`config.mk`:
```
export PLATFORM = sky130hd
export DESIGN_NAME = ram_port_arbiter
export DESIGN_NICKNAME = d
export VERILOG_FILES = /design/src/rtl/ram_port_arbiter.sv
export SDC_FILE = /design/constraint.sdc
export NUM_CORES = 1
export LEC_CHECK = 0
export CAP_MARGIN = 20
export CELL_PAD_IN_SITES_DETAIL_PLACEMENT = 0
export CELL_PAD_IN_SITES_GLOBAL_PLACEMENT = 1
export CORE_ASPECT_RATIO = 0.8
export CORE_UTILIZATION = 20
export CTS_BUF_LIST = sky130_fd_sc_hd__clkbuf_8
export CTS_CLUSTER_SIZE = 25
export DETAILED_ROUTE_END_ITERATION = 8
export HOLD_SLACK_MARGIN = 0.08
export PLACE_DENSITY_LB_ADDON = 0.1
export SYNTH_ARGS = -nofsm -noshare
export SYNTH_HDL_FRONTEND = slang
export SYNTH_SLANG_ARGS = --single-unit
```
`constraint.sdc`:
```
create_clock -name clk -period 6 [get_ports clk]
set_input_delay 1.2 -clock clk [delete_from_list [all_inputs] [get_ports clk]]
set_output_delay 1.2 -clock clk [all_outputs]
set_load 0.1 [all_outputs]
```
`src/rtl/ram_port_arbiter.sv`:
```
// Two-master round-robin arbiter in front of a single-port 32-bit RAM.
// Grants are combinational. Each granted access receives exactly one
// response in the following cycle. Illegal byte-enable patterns and
// out-of-range addresses are granted, but they never reach the RAM and
// they answer with an error.
module ram_port_arbiter #(
    parameter int ADDR_WIDTH = 22
) (
    input  logic                  clk,
    input  logic                  rst_n,
    input  logic                  m0_req_i,
    input  logic [31:0]           m0_addr_i,
    input  logic                  m0_we_i,
    input  logic [3:0]            m0_be_i,
    input  logic [31:0]           m0_wdata_i,
    output logic                  m0_gnt_o,
    output logic                  m0_rvalid_o,
    output logic [31:0]           m0_rdata_o,
    output logic                  m0_err_o,
    input  logic                  m1_req_i,
    input  logic [31:0]           m1_addr_i,
    input  logic                  m1_we_i,
    input  logic [3:0]            m1_be_i,
    input  logic [31:0]           m1_wdata_i,
    output logic                  m1_gnt_o,
    output logic                  m1_rvalid_o,
    output logic [31:0]           m1_rdata_o,
    output logic                  m1_err_o,
    output logic                  ram_en_o,
    output logic [ADDR_WIDTH-1:0] ram_addr_o,
    output logic                  ram_we_o,
    output logic [3:0]            ram_be_o,
    output logic [31:0]           ram_wdata_o,
    input  logic [31:0]           ram_rdata_i
);

    // Only naturally aligned byte, halfword and word accesses are accepted.
    function automatic logic be_legal(input logic [3:0] be);
        case (be)
            4'b1111, 4'b0001, 4'b0010, 4'b0100,
            4'b1000, 4'b0011, 4'b1100: be_legal = 1'b1;
            default:                   be_legal = 1'b0;
        endcase
    endfunction

    // The RAM expects the byte address of the lowest enabled lane.
    function automatic logic [1:0] be_offset(input logic [3:0] be);
        case (be)
            4'b0010:          be_offset = 2'd1;
            4'b0100, 4'b1100: be_offset = 2'd2;
            4'b1000:          be_offset = 2'd3;
            default:          be_offset = 2'd0;
        endcase
    endfunction

    function automatic logic [31:0] lane_mask(input logic [3:0] be);
        lane_mask = {{8{be[3]}}, {8{be[2]}}, {8{be[1]}}, {8{be[0]}}};
    endfunction

    logic        rr_q;
    logic        gnt0, gnt1, any_gnt, sel_id, sel_legal;
    logic [31:0] sel_addr, sel_wdata;
    logic [3:0]  sel_be;
    logic        sel_we;

    logic        vld_p1, id_p1, we_p1, err_p1;
    logic [3:0]  be_p1;
    logic        rsp_live;
    logic [31:0] rsp_data;

    // Arbitration, request mux and RAM port drive (all combinational).
    always_comb begin
        gnt0      = rst_n & m0_req_i & (~m1_req_i | ~rr_q);
        gnt1      = rst_n & m1_req_i & (~m0_req_i | rr_q);
        any_gnt   = gnt0 | gnt1;
        sel_id    = gnt1;
        sel_addr  = gnt1 ? m1_addr_i  : m0_addr_i;
        sel_we    = gnt1 ? m1_we_i    : m0_we_i;
        sel_be    = gnt1 ? m1_be_i    : m0_be_i;
        sel_wdata = gnt1 ? m1_wdata_i : m0_wdata_i;
        sel_legal = be_legal(sel_be) && ((sel_addr >> ADDR_WIDTH) == 32'd0);

        ram_en_o    = 1'b0;
        ram_addr_o  = '0;
        ram_we_o    = 1'b0;
        ram_be_o    = 4'b0;
        ram_wdata_o = 32'd0;
        if (any_gnt && sel_legal) begin
            ram_en_o    = 1'b1;
            ram_addr_o  = {sel_addr[ADDR_WIDTH-1:2], be_offset(sel_be)};
            ram_we_o    = sel_we;
            ram_be_o    = sel_be;
            ram_wdata_o = sel_wdata;
        end
    end

    assign m0_gnt_o = gnt0;
    assign m1_gnt_o = gnt1;

    // ---- stage p1: response registers ----
    // Control state: round-robin pointer and response valid.
    always_ff @(posedge clk) begin
        if (!rst_n) begin
            rr_q   <= 1'b0;
            vld_p1 <= 1'b0;
        end else begin
            vld_p1 <= any_gnt;
            if (any_gnt) rr_q <= ~sel_id;
        end
    end

    // Response attributes captured for the access granted this cycle.
    always_ff @(posedge clk) begin
        if (any_gnt) begin
            id_p1  <= sel_id;
            we_p1  <= sel_we;
            be_p1  <= sel_be;
            err_p1 <= ~sel_legal;
        end
    end

    // Response routing. A response still pending while rst_n is low is discarded.
    always_comb begin
        rsp_live    = vld_p1 & rst_n;
        rsp_data    = (~we_p1 & ~err_p1) ? (ram_rdata_i & lane_mask(be_p1)) : 32'd0;
        m0_rvalid_o = rsp_live & ~id_p1;
        m1_rvalid_o = rsp_live & id_p1;
        m0_rdata_o  = m0_rvalid_o ? rsp_data : 32'd0;
        m1_rdata_o  = m1_rvalid_o ? rsp_data : 32'd0;
        m0_err_o    = m0_rvalid_o & err_p1;
        m1_err_o    = m1_rvalid_o & err_p1;
    end

endmodule

```
==> results.toml <==
[yosys]
syn_nets = 456
async_flop_share_pct = 0
synth_edf_count = 7
yosysTopAreaCellShare_pct = 30.95
yosys.area.top_type = "a2111oi_2"
synth_top_flop_cell = "edfxtp_1"
ys_warn_count = 0
syn-cell-area_um2 = 2716
synth_cell_types = 36
syn_area_per_cell_um2 = 9.632
synthMostInstantiatedCell = "and2_1"
ys_top_cells_by_area = "a2111oi_2, mux2i_1, and2_1"
ys_ff_latch = 9
ys_seq_area_share_pct = 9.212
synthCells = 282
synth_common_cells = "and2_1, a2111oi_2, mux2i_1"

[clock_tree]
htree_levels = 1
post_cts_buffers = 0
cts_buffer_depth = 2
holdBufCountCts = 0
clkTransAtPathRegs_ns = 0.05
cts_made_buffers = 3
root_buffer = "clkbuf_8"
insertion_delay_ns = 0.23
ctsResizeCount = 0
cts_tree = "yes"
cts_sinks = 9

[route]
first_iter_violations = 149
vias_per_cell = 4.655
drc_errors = 0
wl_um = 12480
antenna_left = 0
wire_per_inst_um = 16.93
vias = 3431
drtPass1Iterations = 4

[pwr]
total_leakage_power_nw = 2.580
internal-power_mw = 0.2517
combPwrFrac_pct = 65.4
switching_share_pct = 38.62
pwr-share-clk_pct = 16.5
powerDensity_nw_per_um2 = 65.11
p_sw_mw = 0.1584
pwr-share-seq_pct = 18.1
ir_drop_mv = 0.06945

[timing]
drv_slew = 0
maxSlewHeadroom_pct = 28.91
fin_crit_sh_pct = 87.92
fin_setup_tns_ns = 0
setup_viol = 0
timing.hold.ws_ns = 0.5674
fmax_mhz = 189.6
fin_worst_skew_ns = 0.004957
worstMarginPinSlew_ns = 1.066
finalHoldViolations = 0
period_needed_ns = 5.275
grt_setup_unrepaired = "no"
setup_slack_ns = 0.7251

[floorplan]
initial_core_util_pct = 20.81
die_w_um = 132.3
row_count = 37
die_y_um = 106.2
io_pins = 304
die_area_um2 = 14050
core-area_um2 = 13060

[placement]
post-place-ws_ns = 0.7255
dp_cells = 733
dp_hpwl_um = 10100
port_buffers = 299
gp_congestion = 0.7807

[finish]
instances_no_fill = 737
nets = 737
multi_input_area_um2 = 2266
fillers = 1189
drive_above_1_share_pct = 36.65
seq_area_um2 = 250.2
antenna_cells = 0
synthToLayoutAreaGrowth_pct = 131.8

[global_route]
gr-total-overflow = 0
grt_usage_pct = 16.89
grt_pass1_vias = 3437
grt_pass1_wl_um = 19020
grt_max_degree = 60
antenna_found_initial = 0

[critical_path]
worst-path-max-fanout = 59
cp.arrival_ns = 4.07
endpoint_kind = "primary output"
required_ns = 4.80
worstSetupPathType = "in2out"
start_kind = "primary input"

[worst_hold_path]
hold_class = "reg2reg"

[flow_run]
cap_viol_max_count = 0

[status]
status = "finished clean"
[cells by family after synthesis]
| logic type | share of synthesized area (%) |
|---|---|
| XOR/XNOR | 0.6450 |
| AND/OR/NAND/NOR | 26.02 |
| buffers and inverters | 8.383 |
| AO/OA/AOI/OAI | 34.09 |
| flip-flops | 9.212 |
| multiplexers | 21.65 |
[metal layers]
metal	track usage, %	vias up	part of all wire, %
met2	33.52	164	54
met3	4.530	6	9.0
li1	-	1677	-
met4	1.806	0	0.75
met1	18.29	1584	37
met5	0	-	0
[final timing paths]
path,start,slack (ns),cells past startpoint,end
max,rst_n,0.73,7,ram_wdata_o[2]
min,rr_q,0.57,1,rr_q
max reg2reg,rr_q,3.75,5,err_p1
min reg2reg,rr_q,0.57,1,rr_q
[power groups by stage]
stage          sequential, mW  combinational [mW]  clock [mW]
2_1_floorplan          0.0744               0.130           0
3_3_place_gp           0.0748               0.267           0
3_5_place_dp           0.0752               0.270           0
4_1_cts                0.0740               0.271      0.0709
5_1_grt                0.0744               0.287      0.0743
6_report               0.0740               0.268      0.0678
[worst max-delay path, stage by stage]
cell             delay [ns]
clkdlybuf4s50_1        0.66
and2_1                 0.30
nand2_4                0.21
inv_4                  0.18
mux2_4                 0.63
a2111oi_2              0.56
buf_12                 0.23
[sequential cells by signal, indices dropped and copies added, names as in the netlist]
signal / cells
we_p1: 1
vld_p1: 1
id_p1: 1
err_p1: 1
be_p1: 4
rr_q: 1
[metrics by stage]
stage	area (µm²)	power (mW)	util [%]
6_report	6297	0.4100	48.24
5_1_grt	6297	0.4357	48.24
4_1_cts	6297	0.4164	48.24
3_5_place_dp	6252	0.3456	47.89
3_3_place_gp	6252	0.3417	47.89
2_1_floorplan	2721	0.2041	-
[layout make-up]
class / count / area share, %
multi-input cells: 235 / 35.98
repair buffers: 307 / 55.39
inverters: 7 / 0.4570
well taps: 175 / 3.477
clock inverters: 1 / 0.05961
clock buffers: 3 / 0.6557
flip-flops and latches: 9 / 3.974
[layout by cell type (no fill, tap or decap), types with 3 or more instances in the layout]
cell | synthesis | routed
clkdlybuf4s50_1 | 0 | 173
buf_4 | 6 | 74
and2_1 | 69 | 69
buf_12 | 0 | 60
a2111oi_2 | 56 | 57
mux2i_1 | 55 | 55
and3_1 | 12 | 12
inv_1 | 6 | 7
edfxtp_1 | 7 | 7
nand2_1 | 6 | 6
o21ai_0 | 4 | 4
nor2_1 | 4 | 4
nor3_1 | 3 | 3
clkbuf_8 | 0 | 3
Power figures use the tool's default switching activity.
